==> config.mk <==
export PLATFORM = sky130hd
export DESIGN_NAME = phy_rx_serial_lane_flat
export DESIGN_NICKNAME = d
export VERILOG_FILES = /design/src/rtl/phy_rx_serial_lane_if.sv /design/src/rtl/phy_rx_serial_lane.sv /design/src/flat_wrapper.sv
export SDC_FILE = /design/constraint.sdc
export NUM_CORES = 1
export LEC_CHECK = 0
export ABC_AREA = 1
export CAP_MARGIN = 0
export CORE_MARGIN = 2
export CORE_UTILIZATION = 40
export CTS_CLUSTER_DIAMETER = 100
export CTS_CLUSTER_SIZE = 16
export DETAILED_ROUTE_END_ITERATION = 6
export GPL_TIMING_DRIVEN = 0
export PLACE_DENSITY = 0.71
export SLEW_MARGIN = 30
export SYNTH_ARGS = -nofsm -noshare
export SYNTH_HDL_FRONTEND = slang
export SYNTH_SLANG_ARGS = --single-unit
==> constraint.sdc <==
create_clock -name clk -period 1.6 [get_ports clk]
set_clock_uncertainty 0.05 [all_clocks]
set_input_delay 0.24 -clock clk [delete_from_list [all_inputs] [get_ports clk]]
set_output_delay 0.24 -clock clk [all_outputs]
set_load 0.01 [all_outputs]
==> src/rtl/phy_rx_serial_lane_if.sv <==
// Serial RX lane bundle: raw bit stream in, recovered byte, strobe and lock status out.
interface phy_rx_serial_lane_if;
   logic       in_rx_serial;
   logic [7:0] data_out;
   logic       valid_out;
   logic       active;

   modport master (
      output in_rx_serial,
      input  data_out,
      input  valid_out,
      input  active
   );

   modport slave (
      input  in_rx_serial,
      output data_out,
      output valid_out,
      output active
   );
endinterface

==> src/rtl/phy_rx_serial_lane.sv <==
// Serial lane deserializer: COMMA-based byte alignment, lock after BC_COUNT aligned COMMAs.
// Optional macro PHY_RX_LOCK_LOSS_EN: drop lock after four consecutive 8'h00/8'hFF bytes.
module phy_rx_serial_lane #(
   parameter int unsigned BC_COUNT  = 4,
   parameter logic [7:0]  COMMA_SYM = 8'hBC,
   parameter logic [7:0]  IDLE_SYM  = 8'h7C
) (
   input  logic                 clk,
   input  logic                 reset,
   phy_rx_serial_lane_if.slave  lane
);
   localparam int unsigned BYTE_W    = 8;
   localparam int unsigned HIST_W    = BYTE_W - 1;
   localparam int unsigned BIT_CNT_W = 3;
   localparam int unsigned BC_CNT_W  = 4;
   localparam logic [BC_CNT_W-1:0]  BC_TARGET = BC_CNT_W'(BC_COUNT);
   localparam logic [BIT_CNT_W-1:0] BIT_LAST  = '1;
`ifdef PHY_RX_LOCK_LOSS_EN
   localparam int unsigned STUCK_W = 2;
   localparam logic [STUCK_W-1:0] STUCK_LAST = '1;
`endif

   typedef enum logic [1:0] {
      ST_SEARCH  = 2'd0,
      ST_LOCKING = 2'd1,
      ST_ACTIVE  = 2'd2
   } state_e;

   state_e               state_q,     state_d;
   // Only the seven most recent bits are ever needed to form the candidate byte.
   logic [HIST_W-1:0]    sr_q,        sr_d;
   logic [BIT_CNT_W-1:0] bit_cnt_q,   bit_cnt_d;
   logic [BC_CNT_W-1:0]  bc_cnt_q,    bc_cnt_d;
   logic [BYTE_W-1:0]    data_out_q,  data_out_d;
   logic                 valid_out_q, valid_out_d;
   logic                 active_q,    active_d;
`ifdef PHY_RX_LOCK_LOSS_EN
   logic [STUCK_W-1:0]   stuck_cnt_q, stuck_cnt_d;
   logic                 is_stuck;
`endif

   logic [BYTE_W-1:0]    cand;
   logic                 is_comma;
   logic                 is_data;
   logic                 boundary;

   // Byte completed by the bit arriving this cycle.
   assign cand     = {sr_q, lane.in_rx_serial};
   assign is_comma = (cand == COMMA_SYM);
   assign is_data  = (cand != COMMA_SYM) && (cand != IDLE_SYM);
   assign boundary = (bit_cnt_q == BIT_LAST);
`ifdef PHY_RX_LOCK_LOSS_EN
   assign is_stuck = (cand == 8'h00) || (cand == 8'hFF);
`endif

   always_comb begin
      state_d     = state_q;
      sr_d        = cand[HIST_W-1:0];
      bit_cnt_d   = bit_cnt_q;
      bc_cnt_d    = bc_cnt_q;
      data_out_d  = data_out_q;
      valid_out_d = 1'b0;
`ifdef PHY_RX_LOCK_LOSS_EN
      stuck_cnt_d = stuck_cnt_q;
`endif

      unique case (state_q)
         ST_SEARCH: begin
            if (is_comma) begin
               state_d   = (BC_COUNT == 1) ? ST_ACTIVE : ST_LOCKING;
               bit_cnt_d = '0;
               bc_cnt_d  = BC_CNT_W'(1);
            end
         end

         ST_LOCKING: begin
            bit_cnt_d = bit_cnt_q + BIT_CNT_W'(1);
            if (boundary) begin
               if (is_comma) begin
                  bc_cnt_d = bc_cnt_q + BC_CNT_W'(1);
                  if (bc_cnt_d == BC_TARGET) begin
                     state_d = ST_ACTIVE;
                  end
               end else begin
                  state_d   = ST_SEARCH;
                  bc_cnt_d  = '0;
                  bit_cnt_d = '0;
               end
            end
         end

         ST_ACTIVE: begin
            bit_cnt_d = bit_cnt_q + BIT_CNT_W'(1);
            if (boundary) begin
               data_out_d  = cand;
               valid_out_d = is_data;
`ifdef PHY_RX_LOCK_LOSS_EN
               // Fourth stuck-line byte in a row drops lock and is not reported.
               if (is_stuck) begin
                  if (stuck_cnt_q == STUCK_LAST) begin
                     state_d     = ST_SEARCH;
                     bc_cnt_d    = '0;
                     bit_cnt_d   = '0;
                     stuck_cnt_d = '0;
                     data_out_d  = data_out_q;
                     valid_out_d = 1'b0;
                  end else begin
                     stuck_cnt_d = stuck_cnt_q + STUCK_W'(1);
                  end
               end else begin
                  stuck_cnt_d = '0;
               end
`endif
            end
         end

         default: begin
            state_d   = ST_SEARCH;
            bc_cnt_d  = '0;
            bit_cnt_d = '0;
         end
      endcase

      active_d = (state_d == ST_ACTIVE);
   end

   always_ff @(posedge clk) begin
      if (reset) begin
         state_q     <= ST_SEARCH;
         sr_q        <= '0;
         bit_cnt_q   <= '0;
         bc_cnt_q    <= '0;
         data_out_q  <= '0;
         valid_out_q <= 1'b0;
         active_q    <= 1'b0;
`ifdef PHY_RX_LOCK_LOSS_EN
         stuck_cnt_q <= '0;
`endif
      end else begin
         state_q     <= state_d;
         sr_q        <= sr_d;
         bit_cnt_q   <= bit_cnt_d;
         bc_cnt_q    <= bc_cnt_d;
         data_out_q  <= data_out_d;
         valid_out_q <= valid_out_d;
         active_q    <= active_d;
`ifdef PHY_RX_LOCK_LOSS_EN
         stuck_cnt_q <= stuck_cnt_d;
`endif
      end
   end

   assign lane.data_out  = data_out_q;
   assign lane.valid_out = valid_out_q;
   assign lane.active    = active_q;
endmodule
==> src/flat_wrapper.sv <==
// flat-port wrapper written by rule: the top's interface ports become plain ports
module phy_rx_serial_lane_flat 
#(
   parameter int unsigned BC_COUNT  = 4,
   parameter logic [7:0]  COMMA_SYM = 8'hBC,
   parameter logic [7:0]  IDLE_SYM  = 8'h7C
)
  (clk, reset, lane_in_rx_serial, lane_data_out, lane_valid_out, lane_active);
  phy_rx_serial_lane_if lane_i ();
  input  logic clk;
  input  logic reset;
  input wire logic [$bits(lane_i.in_rx_serial)-1:0] lane_in_rx_serial;
  output wire logic [$bits(lane_i.data_out)-1:0] lane_data_out;
  output wire logic [$bits(lane_i.valid_out)-1:0] lane_valid_out;
  output wire logic [$bits(lane_i.active)-1:0] lane_active;
  assign lane_i.in_rx_serial = lane_in_rx_serial;
  assign lane_data_out = lane_i.data_out;
  assign lane_valid_out = lane_i.valid_out;
  assign lane_active = lane_i.active;
  phy_rx_serial_lane #(.BC_COUNT(BC_COUNT), .COMMA_SYM(COMMA_SYM), .IDLE_SYM(IDLE_SYM)) u_core (.clk(clk), .reset(reset), .lane(lane_i));
endmodule
==> run summary <==
Rel. slew slack = 0.7050
Syn_area_per_cell = 7.971 µm²
Fin. max-slew vios = 0
Post-synth top area share = 0.4324
Wire length of the first global-routing pass = 4.071 mm
CTS Hold Bufs = 0
Initial drt markers = 16
Failing checks = design-rule violations
Synth unique cells = 24
Fill count = 274
CP Launch Type = flop
Via count of the routed design = 974
Root buffer cell = clkbuf_4
Total GRT Usage = 0.1528
Slew @ Worst Pin = 0.4426 ns
Static Leakage = 0.0006271 µW
EDFF count, synth = 0
Final nets = 180
Die Wd = 58.86 µm
Vias in the first global route = 981
DR pass1 iterations = 6
CTS tree = yes
Hold Path End = u_core.sr_q[1]$_SDFF_PP0_
Synth Instances = 151
Hold Crit Depth = 2
Critical path's top delay family = flip-flops
Initial Utilization = 0.4291
Layout cells sized above 1 = 0.1737
Area of the multi-input gates = 601.8 µm²
Async SR Flop Fraction = 0
Final hold vios = 0
FF-to-FF path depth = 8
Worst skew pair latency = 0.32 ns
Worst setup EP type = flop
Fin crit period = 1.512 ns
Avg WL per Cell = 11.77 µm
Syn nets = 163
Util after Layout = 0.5054
HP Start = u_core.sr_q[0]$_SDFF_PP0_
Fmax = 0.6612 GHz
Status = finished with violations
Critical path's slowest cell = dfxtp_2
I/O pin total = 13
Detailed Place HPWL = 1.734 mm
Area grow syn2layout = 17.78%
DRC = 1
Synth area leaders = dfxtp_1 43%, ha_1 9.4%, nand2_1 7.5%
Unrepaired setup endpoints after global routing = no
Post-synthesis sequential area ratio = 0.4324
Min-Delay Path Class = reg2reg
Worst-path fanout max = 6
Clock transition at the registers of the reported paths = 0.14 ns
PwrDens = 800.9 mW/mm²
CTS Sinks = 26
ANT nets after route = 0
CP Data Arrival Time = 1.66 ns
Setup Fix Bufs, Post-CTS = 0
Critical path's largest stage delay = 0.42 ns
Sequential standard cell area = 526.8 µm²
H-tree depth = 1
Final Power = 1135 µW
CTS Buf Count = 3
Dominant cell type by area after synthesis = dfxtp_1
Placer Congestion = 0.7492
Synth Warn # = 0
Post_cts resized = 0
Post-Route WL = 2.330 mm
Max-cap check violation count = 0
FF-to-FF Start = u_core.state_q[1]$_SDFF_PP0_
Setup CP Type = reg2reg
Crit path cell chain = inv_1, ha_1, a21oi_4, nand2_4, inv_2, nand2_1, o21ai_1, nor2_1
Reg-to-Reg End = u_core.bc_cnt_q[1]$_SDFFE_PP0P_
# diodes = 0
Die height = 58.86 µm
DR vias/cell = 4.919
Initial antenna violation count = 0
GR Overflow Total = 0
VDD IR max = 0.5100 mV
Post-synth top flop = dfxtp_1
Flop2flop setup slack = 0.09 ns
Most frequent cells in the layout = 24 x nand2_1, 21 x dfxtp_1, 20 x nor2_1
Max Buffers Root-to-Sink = 2
Core ar. = 0.002805 mm²
Synthesized flop and latch total = 26
Final setup fails = 0
Worst Path Buf+Inv = 2
Pin count of the biggest net entering global routing = 15
Tcrit/Tclk final = 0.9453
Req. time, crit path = 1.75 ns
Buffers on Ports = 12
Die ar. = 0.003464 mm²
Mapped cell area = 0.001204 mm²
Site Rows = 19
Commonest non-fill, non-tap cell in the layout = nand2_1
-- area by class of cell --
type                    instances  share of cell area
flip-flops and latches         26              0.3716
clock buffers                   4             0.02560
plain buffers                   3             0.01059
well taps                      31             0.02736
inverters                      21             0.05560
repair buffers                 12             0.08473
multi-input cells             101              0.4245
-- registers in the layout (all words and copies together) (netlist names) --
register	cells
u_core.lane.valid_out	1
u_core.lane.active	1
u_core.sr_q	7
u_core.bit_cnt_q	3
u_core.bc_cnt_q	4
u_core.state_q	2
u_core.lane.data_out	8
-- how the worst max path moves through the flow --
stage	startpoint	to	slack, ns	cells past startpoint
2_1_floorplan	u_core.state_q[1]$_SDFF_PP0_	u_core.bc_cnt_q[0]$_SDFFE_PP0P_	0.25	6
3_3_place_gp	lane_in_rx_serial	u_core.bc_cnt_q[0]$_SDFFE_PP0P_	-0.02	9
3_5_place_dp	lane_in_rx_serial	u_core.bc_cnt_q[0]$_SDFFE_PP0P_	-0.07	9
4_1_cts	u_core.state_q[0]$_SDFF_PP0_	u_core.lane.valid_out$_SDFF_PP0_	0.01	7
5_1_grt	u_core.state_q[1]$_SDFF_PP0_	u_core.bc_cnt_q[1]$_SDFFE_PP0P_	0.003	8
6_report	u_core.state_q[1]$_SDFF_PP0_	u_core.bc_cnt_q[1]$_SDFFE_PP0P_	0.09	8
-- synthesized netlist by cell type (2+ instances only) --
library cell	count
a21oi_1	10
a21oi_2	2
dfxtp_1	26
ha_1	9
inv_1	15
inv_2	6
nand2_1	24
nand2_2	2
nand2_4	3
nand3_1	6
nand3_2	2
nor2_1	20
nor2_4	2
nor3_1	2
o21ai_0	8
o21ai_1	6
-- routing by layer --
layer / track usage / routed length (µm) / part of all wire
met1: 0.1818 / 1100 / 0.47
met2: 0.2651 / 1150 / 0.49
met3: 0.03297 / 67 / 0.029
met4: 0.06169 / 11 / 0.0047
met5: 0 / 0 / 0
-- logic make-up (layout without fill, tap and decap cells) --
logic type | count (synthesis) | after routing | synth area share
buffers and inverters | 24 | 40 | 0.07795
adders and majority gates | 9 | 9 | 0.09356
DFF | 26 | 26 | 0.4324
AOI/OAI and AO/OA | 29 | 29 | 0.1403
and+or+nand+nor | 63 | 63 | 0.2557
-- metrics by stage --
stage | instances | setup slack (ns) | hold WS, ns | area (µm²) | TNS [ns]
floorplan | 151 | 0.2491 | 0.2524 | 1204 | 0
finish | 198 | 0.08757 | 0.4001 | 1418 | 0
detailed placement | 194 | -0.07271 | 0.3797 | 1363 | -0.2056
global placement | 194 | -0.02010 | 0.3806 | 1363 | -0.08319
CTS | 198 | 0.01086 | 0.4028 | 1399 | 0
global route | 198 | 0.002632 | 0.4175 | 1418 | 0
-- power by group --
group / internal [µW] / switching (µW) / total [µW]
registers: 669 / 19.5 / 689
logic: 46.4 / 71.1 / 117
clock network: 139 / 190 / 329
-- worst register-to-register path: stages, from the launching register on --
cell and delay [ns]:
dfxtp_2 0.42, inv_1 0.09, ha_1 0.28, a21oi_4 0.21
nand2_4 0.09, inv_2 0.07, nand2_1 0.05, o21ai_1 0.08
nor2_1 0.05
(Power assumes the default switching activity.)
